File: src/rtl/shared_reg_pkg.sv
// shared_reg_pkg: shared state encoding, index-width helper and default sizes for the shared register arbiter
package shared_reg_pkg;
  localparam int DEF_N_REQ = 4;
  localparam int DEF_WIDTH = 8;
  typedef enum logic [1:0] {
    ST_IDLE    = 2'd0,
    ST_WRITE   = 2'd1,
    ST_RELEASE = 2'd2
  } state_t;
  function automatic int idx_w(input int n);
    return (n < 2) ? 1 : $clog2(n);
  endfunction
endpackage

File: src/rtl/rr_pick.sv
// rr_pick: combinational round-robin selector, first set req bit scanning upward from last+1 with wrap-around
module rr_pick
  import shared_reg_pkg::*;
#(
  parameter int N  = DEF_N_REQ,
  parameter int IW = idx_w(N)
) (
  input  logic [N-1:0]  req,
  input  logic [IW-1:0] last,
  output logic          found,
  output logic [IW-1:0] idx
);
  logic [IW-1:0] j;
  always_comb begin
    found = 1'b0;
    idx   = '0;
    j     = '0;
    for (int k = 1; k <= N; k++) begin
      j = IW'((int'(last) + k) % N);
      if (!found && req[j]) begin
        found = 1'b1;
        idx   = j;
      end
    end
  end
endmodule

File: src/rtl/shared_reg_arbiter.sv
// shared_reg_arbiter: round-robin arbiter granting one requester at a time write access to a shared register
module shared_reg_arbiter
  import shared_reg_pkg::*;
#(
  parameter int N_REQ = DEF_N_REQ,
  parameter int WIDTH = DEF_WIDTH
) (
  input  logic                   clk,
  input  logic                   syncReset,
  input  logic [N_REQ-1:0]       req,
  input  logic [N_REQ*WIDTH-1:0] data,
  output logic [N_REQ-1:0]       gnt,
  output logic [N_REQ-1:0]       ack,
  output logic [WIDTH-1:0]       Q,
  output logic                   q_valid,
  output logic                   busy
);
  localparam int IW = idx_w(N_REQ);
  state_t        state, next_state;
  logic [IW-1:0] owner, last, pick_idx;
  logic          pick_found;
  logic          own_req;
  rr_pick #(.N(N_REQ), .IW(IW)) u_pick (
    .req   (req),
    .last  (last),
    .found (pick_found),
    .idx   (pick_idx)
  );
  assign own_req = req[owner];
  assign busy    = state != ST_IDLE;
  always_comb begin
    next_state = ST_IDLE;
    next_state = state == ST_IDLE  ? (pick_found ? ST_WRITE : ST_IDLE) :
                 state == ST_WRITE ? (own_req ? ST_RELEASE : ST_IDLE) :
                 (state == ST_RELEASE && own_req) ? ST_RELEASE : ST_IDLE;
  end
  always_ff @(posedge clk) begin
    if (syncReset) state <= ST_IDLE;
    else state <= next_state;
  end
  always_ff @(posedge clk) begin
    if (syncReset) begin
      gnt     <= '0;
      ack     <= '0;
      Q       <= '0;
      q_valid <= 1'b0;
      owner   <= '0;
      last    <= IW'(N_REQ - 1);
    end else begin
      ack <= '0;
      if (state == ST_IDLE && pick_found) begin
        gnt   <= N_REQ'(1) << pick_idx;
        owner <= pick_idx;
      end else if (state == ST_WRITE && own_req) begin
        Q       <= data[owner*WIDTH +: WIDTH];
        q_valid <= 1'b1;
        ack     <= gnt;
        last    <= owner;
      end else if (state != ST_IDLE && !own_req) begin
        gnt <= '0;
      end
    end
  end
endmodule

File: config.mk
export PLATFORM = sky130hd
export DESIGN_NAME = shared_reg_arbiter
export DESIGN_NICKNAME = d
export VERILOG_FILES = /design/src/rtl/shared_reg_pkg.sv /design/src/rtl/rr_pick.sv /design/src/rtl/shared_reg_arbiter.sv
export SDC_FILE = /design/constraint.sdc
export NUM_CORES = 1
export LEC_CHECK = 0
export ABC_AREA = 1
export BUFFER_PORTS_ARGS = -buffer_cell sky130_fd_sc_hd__buf_2
export CORE_MARGIN = 1.5
export CORE_UTILIZATION = 35
export CTS_BUF_LIST = sky130_fd_sc_hd__clkbuf_8
export DETAILED_ROUTE_END_ITERATION = 6
export GPL_TIMING_DRIVEN = 1
export PLACE_DENSITY = 0.64
export SETUP_SLACK_MARGIN = 0.2
export SYNTH_ARGS = -nofsm -noshare
export SYNTH_HDL_FRONTEND = slang
export SYNTH_HIERARCHICAL = 1
export SYNTH_SLANG_ARGS = --single-unit
File: constraint.sdc
create_clock -name clk -period 2.2 [get_ports clk]
set_input_delay 0.11 -clock clk [delete_from_list [all_inputs] [get_ports clk]]
set_output_delay 0.11 -clock clk [all_outputs]
set_load 0.02 [all_outputs]
# Word-level counts from Yosys, hierarchy flattened
# Cells that the tools add are included.
# totals
in_bits,38
output_inout_bits,18
word_cells,66
reg_bits,23
# classes
mux,26
addsub,4
n_lt_le_gt_ge,5
n_reduce_logical,17
shifts,2
n_bitwise,2
eq_ne,3
# ops
cell,n
32-bit by 6-bit indexed part select with 8-bit output,1
2-bit two-way mux,8
2-bit by 3-bit less-than comparator with 1-bit output (second input constant),5
4-bit two-way mux,3
1-bit binary-select mux with 2-bit select,5
1-bit two-way mux,10
1-bit logical AND,7
2-bit by 1-bit adder with 2-bit output (second input constant),2
2-bit adder (second input constant),2
1-bit logical NOT,4
2-bit AND reduction,2
2-bit nonzero test,2
1-bit by 2-bit left shift with 4-bit output (first input constant),1
3-bit OR reduction,1
2-bit by 1-bit == test with 1-bit output (second input constant),1
2-bit == test (second input constant),1
2-bit logical NOT,1
2-bit inequality test (second input constant),1
1-bit inverter,2

# Logic depth before layout (Yosys ltp)
# Gate-level depths: netlist of the first run.
# depth
ltp_word,16
depth_mapped,12
depth_no_buf,11

# Modules after synthesis
# The synthesis of the first run kept the hierarchy.
# by_module_without_submodules
module,area_each_um2,cells_each,n_inst,seq_area_each_um2
shared_reg_arbiter,1158.6,167,1,460.4
rr_pick,290.3,49,1,0.0

# Worst setup path after synthesis of the first run
# Ideal clock, no wire load.
# synth_path
kind,reg-to-reg
start,reg last[0]
end,reg gnt[2]
path_slack_ns,0.667
arrival_time_ns,1.405
required_time_ns,2.072
setup_time_ns,0.128
n_path_buf,1
path_stages_with_launch,13
period_less_slack_ns,1.533
path_cell_list,dfxtp_1 -> buf_6 -> inv_6 -> nand2_2 -> nand2_1 -> nand2_1 -> nand2_2 -> nor2_4 -> nand4_1 -> nand3_1 -> inv_1 -> nand3_1 -> a21oi_1
# synth_between
elab_chain_len,16
word_cells_on_any_way,32
classes_between,add/sub: 4; eq/ne: 1; shift: 1; mux: 17; reduce/logical: 9
# synth_rtl
element,line_no,source
"start, declared",shared_reg_arbiter.sv:20,"logic [IW-1:0] owner, last, pick_idx;"
"start signal, assigned",shared_reg_arbiter.sv:48,last <= IW'(N_REQ - 1);
"start signal, assigned",shared_reg_arbiter.sv:58,last <= owner;
2-bit by 1-bit adder with 2-bit output,rr_pick.sv:19,j = IW'((int'(last) + k) % N);
1-bit binary-select mux with 2-bit select,rr_pick.sv:20,if (!found && req[j]) begin
1-bit two-way mux (not written as such),rr_pick.sv:20,
1-bit two-way mux,rr_pick.sv:20,
1-bit logical NOT,rr_pick.sv:20,
1-bit logical AND,rr_pick.sv:20,
1-bit two-way mux,rr_pick.sv:20,
1-bit logical NOT,rr_pick.sv:20,
1-bit logical AND,rr_pick.sv:20,
1-bit two-way mux,rr_pick.sv:20,
1-bit logical NOT,rr_pick.sv:20,
1-bit logical AND,rr_pick.sv:20,
1-bit two-way mux (*),rr_pick.sv:20,
via pick_found,shared_reg_arbiter.sv:21,logic pick_found;
1-bit logical AND (*),shared_reg_arbiter.sv:51,if (state == ST_IDLE && pick_found) begin
2-bit inequality test (no line) / 2-bit nonzero test (equally long branches),--,
2-bit AND reduction (no line),--,
"end signal, assigned",shared_reg_arbiter.sv:52,gnt <= N_REQ'(1) << pick_idx;
"end, declared",shared_reg_arbiter.sv:12,"output logic [N_REQ-1:0] gnt,"
# Mark *: on every way through the listed nets, which the timed path passes. The rest lies on a longest branch. The select of a mux whose other input is x is not followed.
# A chain may end at the register's enable or synchronous reset.

# Final worst setup path of the first run
# layout_path
start,reg last[1]
end,reg gnt[2]
# Same word-level chain as after synthesis.

==> impl_metrics.ini, run 1 <==
[clocking]
h-tree-depth = 1
cts_hold_buf = 0
ctsLongestPathBuffers = 2
insertion_delay_ns = 0.26
cts_made_buffers = 3
cts_tree = done
clockRootBuffer = clkbuf_8
path_clk_slew_ns = 0.08
cts_setup_buffers = 0
clkSinkCount = 23
postCtsResizedCells = 0

[global_routing]
grt_pass1_wl_um = 5320
grt_use_total_pct = 14.9
antenna_found_initial = 0
first_global_vias = 1249
overflow = 0
grt_max_degree = 22

[critical_path]
critPathKind = reg -> reg
crit_arrival_ns = 1.95
end_kind = register
cp.required_ns = 2.40
path_max_fanout = 9
crit_path_start_kind = register

[die]
start_util_pct = 36.2
core_mm2 = 0.00400
die-area_mm2 = 0.00453
io_pins = 56
row_count = 23
die_h_um = 67.3
die_w_um = 67.3

[timing]
min_period_ns = 1.75
fin_skew_ns = 0.000945
period_share_pct = 79.7
finalHoldViolCount = 0
fmax_ghz = 0.571
finalSetupTns_ns = 0
setup_viol = 0
rsz0062_at_grt = false
drv_slew = 0
tightest_slew_ns = 0.416
slew_headroom_pct = 72.3

[placement]
dp.cells = 313
dp_hpwl_um = 2570
portBuffers = 55
gp_congestion = 0.810

[route]
drt-total-wl_um = 3340
drc = 0
wl_per_cell_um = 10.5
postRouteAntennaNets = 0
drtIter0Drc = 50
vias = 1498
first_pass_iters = 4
viasPerCell = 4.73

[layout]
finalNonFillerCells = 317
drive_gt1_share_pct = 31.8
final_core_util_pct = 44.3
area_delta_synth_final_pct = 22.2
antenna_cells = 0
num-nets-final = 306
layout.filler_cells = 441

[worst_hold_path]
hold_class = in -> reg

[pwr]
p_int_mw = 1.11
irDropWorstVdd_mv = 0.326
combPwrFrac_pct = 58.5
p_leak_nw = 0.896
p_switching_mw = 1.07
seqPwrFrac_pct = 29.4
p_clk_share_pct = 12.1
swShare_pct = 49.2
powerDensity_mw_per_mm2 = 1230

[synthesis]
postSynthCellCount = 216
ys_seq_elements = 23
synth_compound_area_share_pct = 15.2
synth_fp_nets = 254
synth_top_family_by_area = simple AND/OR/NAND/NOR gates
synth_edf_count = 0
synth_warnings = 6
synth_cell_types = 24
synth_area_leaders = dfxtp_1 (32%), nand2_1 (11%), nor2_1 (10%)
seq_area_frac_synth_pct = 31.8
synthMuxAreaShare_pct = 0
syn_avg_cell_area_um2 = 6.71
synthSimpleGateAreaFrac_pct = 40.8
synthXorXnorAreaFrac_pct = 0
synthFlopType = dfxtp_1
async_flop_share_pct = 0
synth_common_cells = nand2_1 (43), nor2_1 (39), dfxtp_1 (23)
yosys.area.top_type = dfxtp_1
synth_adder_area_share_pct = 0
synth_top_area_share_pct = 31.8
netlist_area_mm2 = 0.00145
yosysMostFrequentCell = nand2_1

[job]
drv_cap = 0

[run_status]
status = finished, final reports clean
==> placed cells by master, fill, tap and decap left out, types with 6 or more instances in the layout <==
master   netlist  routed
buf_2          3      55
a21oi_1        9       9
nor2_1        39      39
dfxtp_1       23      22
nand2_4        6       6
nand3_1       15      15
o22ai_1        8       8
nand2_1       43      43
inv_1         21      21
nand2_2        9       9
o21ai_0       17      17
==> registers in the layout, summed over array words and instances (netlist names) <==
| name | cells |
|---|---|
| Q | 8 |
| ack | 4 |
| gnt | 4 |
| last | 2 |
| owner | 2 |
| q_valid | 1 |
| state | 2 |
==> routing by layer <==
layer	global-route usage, %	part of all wire [%]	vias to the layer above
met1	18.1	45	647
met4	3.06	0.93	0
met5	0	0	-
met2	27.4	47	49
li1	-	-	798
met3	2.67	7.4	4
==> power by group through the flow <==
stage	Clock [mW]	Sequential (mW)	Combinational [mW]
floorplan	0	0.711	0.978
global placement	0	0.648	1.27
detailed placement	0	0.650	1.28
CTS	0.268	0.640	1.29
global route	0.284	0.660	1.45
finish	0.264	0.640	1.27
==> critical path, cell delays in order, from the launching register on <==
cell and delay [ns]:
dfxtp_1 0.50, inv_2 0.11, nand2_1 0.09, nand2_2 0.07, nand2_1 0.09, nand2_2 0.08, nand4_1 0.09, nand3_1 0.23
inv_1 0.20, nand3_1 0.09, a21oi_1 0.14
==> cells by family after synthesis <==
family | after synthesis
and+or+nand+nor | 121
DFF | 23
buffers and inverters | 34
AOI/OAI and AO/OA | 38
==> final timing paths <==
check	to	startpoint	slack, ns	depth (start not counted)
worst max register to register	gnt[2]	last[1]	0.45	10
worst min-delay path	gnt[3]	syncReset	0.10	2
worst max-delay path	gnt[2]	last[1]	0.45	10
worst min register to register	state[1]	state[0]	0.45	1
==> per-stage QoR <==
| step | hold slack (ns) | cell area (um^2) | power [mW] | worst slack [ns] |
|---|---|---|---|---|
| 4_1_cts | 0.104 | 1770 | 2.19 | 0.300 |
| 6_report | 0.104 | 1770 | 2.18 | 0.447 |
| 3_3_place_gp | 0.386 | 1720 | 1.91 | 0.385 |
| 2_1_floorplan | 0.382 | 1450 | 1.69 | 0.667 |
| 5_1_grt | 0.111 | 1770 | 2.40 | 0.210 |
| 3_5_place_dp | 0.391 | 1720 | 1.93 | 0.322 |
==> cell type report <==
class	count	area [um^2]	area share, %
multi-input cells	159	812	45.9
flip-flops and latches	23	462	26.1
repair buffers	57	290	16.4
inverters	24	97.6	5.51
well taps	50	62.6	3.53
clock buffers	3	41.3	2.33
clock inverters	1	5.00	0.283
Note: power is estimated with default switching activity, not from simulation.
==> run 2, diff against run 1 <==
clock period = 1.65 ns   (was 2.2 ns; I/O delays follow)
==> impl_metrics.ini, run 2 (synthesis gave the netlist of run 1 again) <==
[layout]
antenna_cells = 0
num-nets-final = 315
largest_reg_flops = 8
layout_commonest_cell = buf_2
layout_common_cells = buf_2 (55), nor2_1 (39), nand2_1 (37)
final_core_util_pct = 48.0
top_register = Q
layout.filler_cells = 414
register_area_um2 = 469
drive_gt1_share_pct = 40.2
area_delta_synth_final_pct = 32.5
reg.largest.list = Q (8), ack (4), gnt (4)
multi_input_area_um2 = 883

[pwr]
p_leak_nw = 0.960
power_mw = 3.20
powerDensity_mw_per_mm2 = 1670
combPwrFrac_pct = 62.1
swShare_pct = 48.7
irDropWorstVdd_mv = 0.640
seqPwrFrac_pct = 27.0
p_int_mw = 1.64
p_switching_mw = 1.56
p_clk_share_pct = 10.9

[critical_path]
crit_arrival_ns = 1.71
cpPeakStageDelay_ns = 0.39
crit_path_start_kind = register
cp.required_ns = 1.80
crit_slowest_cell = dfxtp_4
crit_chain = buf_6 -> nand2_2 -> nand2_2 -> nand2_2 -> nand2_2 -> nor2_4 -> nand4_1 -> nand3_2 -> buf_4 -> a21oi_1
path_max_fanout = 6
end_kind = register
cpMostUsedCell = nand2_2
critPathKind = reg -> reg

[timing]
slew_headroom_pct = 82.5
tightest_slew_ns = 0.262
min_period_ns = 1.56
timing.hold.ws_ns = 0.0760
fmax_ghz = 0.642
setup_slack_ns = 0.0926
finalHoldViolCount = 0
period_share_pct = 94.4
fin_skew_ns = 0.00304
setup_viol = 0
drv_slew = 0
rsz0062_at_grt = true

[clocking]
clockRootBuffer = clkbuf_8
cts_made_buffers = 3
ctsLongestPathBuffers = 2
h-tree-depth = 1
path_clk_slew_ns = 0.08
clkSinkCount = 23
cts_tree = done
insertion_delay_ns = 0.26

[placement]
dp_hpwl_um = 2610
dp_slack_ns = -0.0608
portBuffers = 55
gp_congestion = 0.816

[die]
start_util_pct = 36.2
core_mm2 = 0.00400
row_count = 23
io_pins = 56
die-area_mm2 = 0.00453
die_h_um = 67.3
die_w_um = 67.3

[route]
wl_per_cell_um = 11.1
vias = 1531
postRouteAntennaNets = 0
first_pass_iters = 4
drt-total-wl_um = 3630
drc = 0
viasPerCell = 4.70
drtIter0Drc = 49

[global_routing]
busiest_layer = met2
grt_use_total_pct = 15.6
first_global_vias = 1320
grt_max_degree = 22
antenna_found_initial = 0
gr-usage-met3_pct = 1.67
overflow = 0
grt_pass1_wl_um = 5610
grt_util_met2_pct = 27.6
grt.met1_usage_pct = 20.0

[run_status]
status = finished, final reports clean

[worst_hold_path]
hold_class = in -> reg

[job]
drv_cap = 0
run 2: final timing paths:
kind / start / endpoint / slack (ns) / cells past startpoint
setup / recovery: last[0] / owner[0] / 0.09 / 10
hold / removal: syncReset / gnt[3] / 0.08 / 2
setup reg to reg: last[0] / owner[0] / 0.09 / 10
hold reg to reg: state[0] / state[1] / 0.44 / 1
run 2: worst max-delay path, delay by kind of cell (launching register included):
kind                   cells  cell delay (ns)
AOI/OAI and AO/OA          1             0.05
buffers and inverters      2             0.25
DFF                        1             0.39
and+or+nand+nor            7             0.76
run 2: power by group through the flow:
stage / clock [mW] / combinational [mW] / sequential, mW
2_1_floorplan: 0 / 1.31 / 0.948
3_3_place_gp: 0 / 1.75 / 0.857
3_5_place_dp: 0 / 1.75 / 0.861
4_1_cts: 0.357 / 1.81 / 0.855
5_1_grt: 0.378 / 2.23 / 0.886
6_report: 0.348 / 1.99 / 0.864
run 2: area by class of cell:
type | count | area share, %
Tap cell | 50 | 3.26
Timing Repair Buffer | 65 | 18.6
Clock buffer | 3 | 2.15
Clock inverter | 1 | 0.261
Sequential cell | 23 | 24.4
Inverter | 24 | 5.22
Multi-Input combinational cell | 160 | 46.0
run 2: per-stage QoR:
step | cell area [um^2] | setup TNS, ns | std cells
after CTS | 1820 | 0 | 322
after global routing | 1920 | -0.000171 | 326
after floorplan | 1450 | 0 | 216
after detailed placement | 1760 | -0.238 | 317
final | 1920 | 0 | 326
after global placement | 1760 | 0 | 317
run 2: what timing repair did:
item	CTS	global route
endpoints found under the hold margin	0	0
gates resized for setup	5	21
cloned	0	1
pin swaps	0	9
hold buffers	0	0
setup buffers	1	3
setup endpoints to repair	7	18
run 2: per-layer routing:
layer	share of wire, %	up-vias	wire length (um)
li1	-	822	-
met1	47	663	1700
met2	47	44	1690
met3	5.9	2	214
met4	0.72	0	26
met5	0	-	0
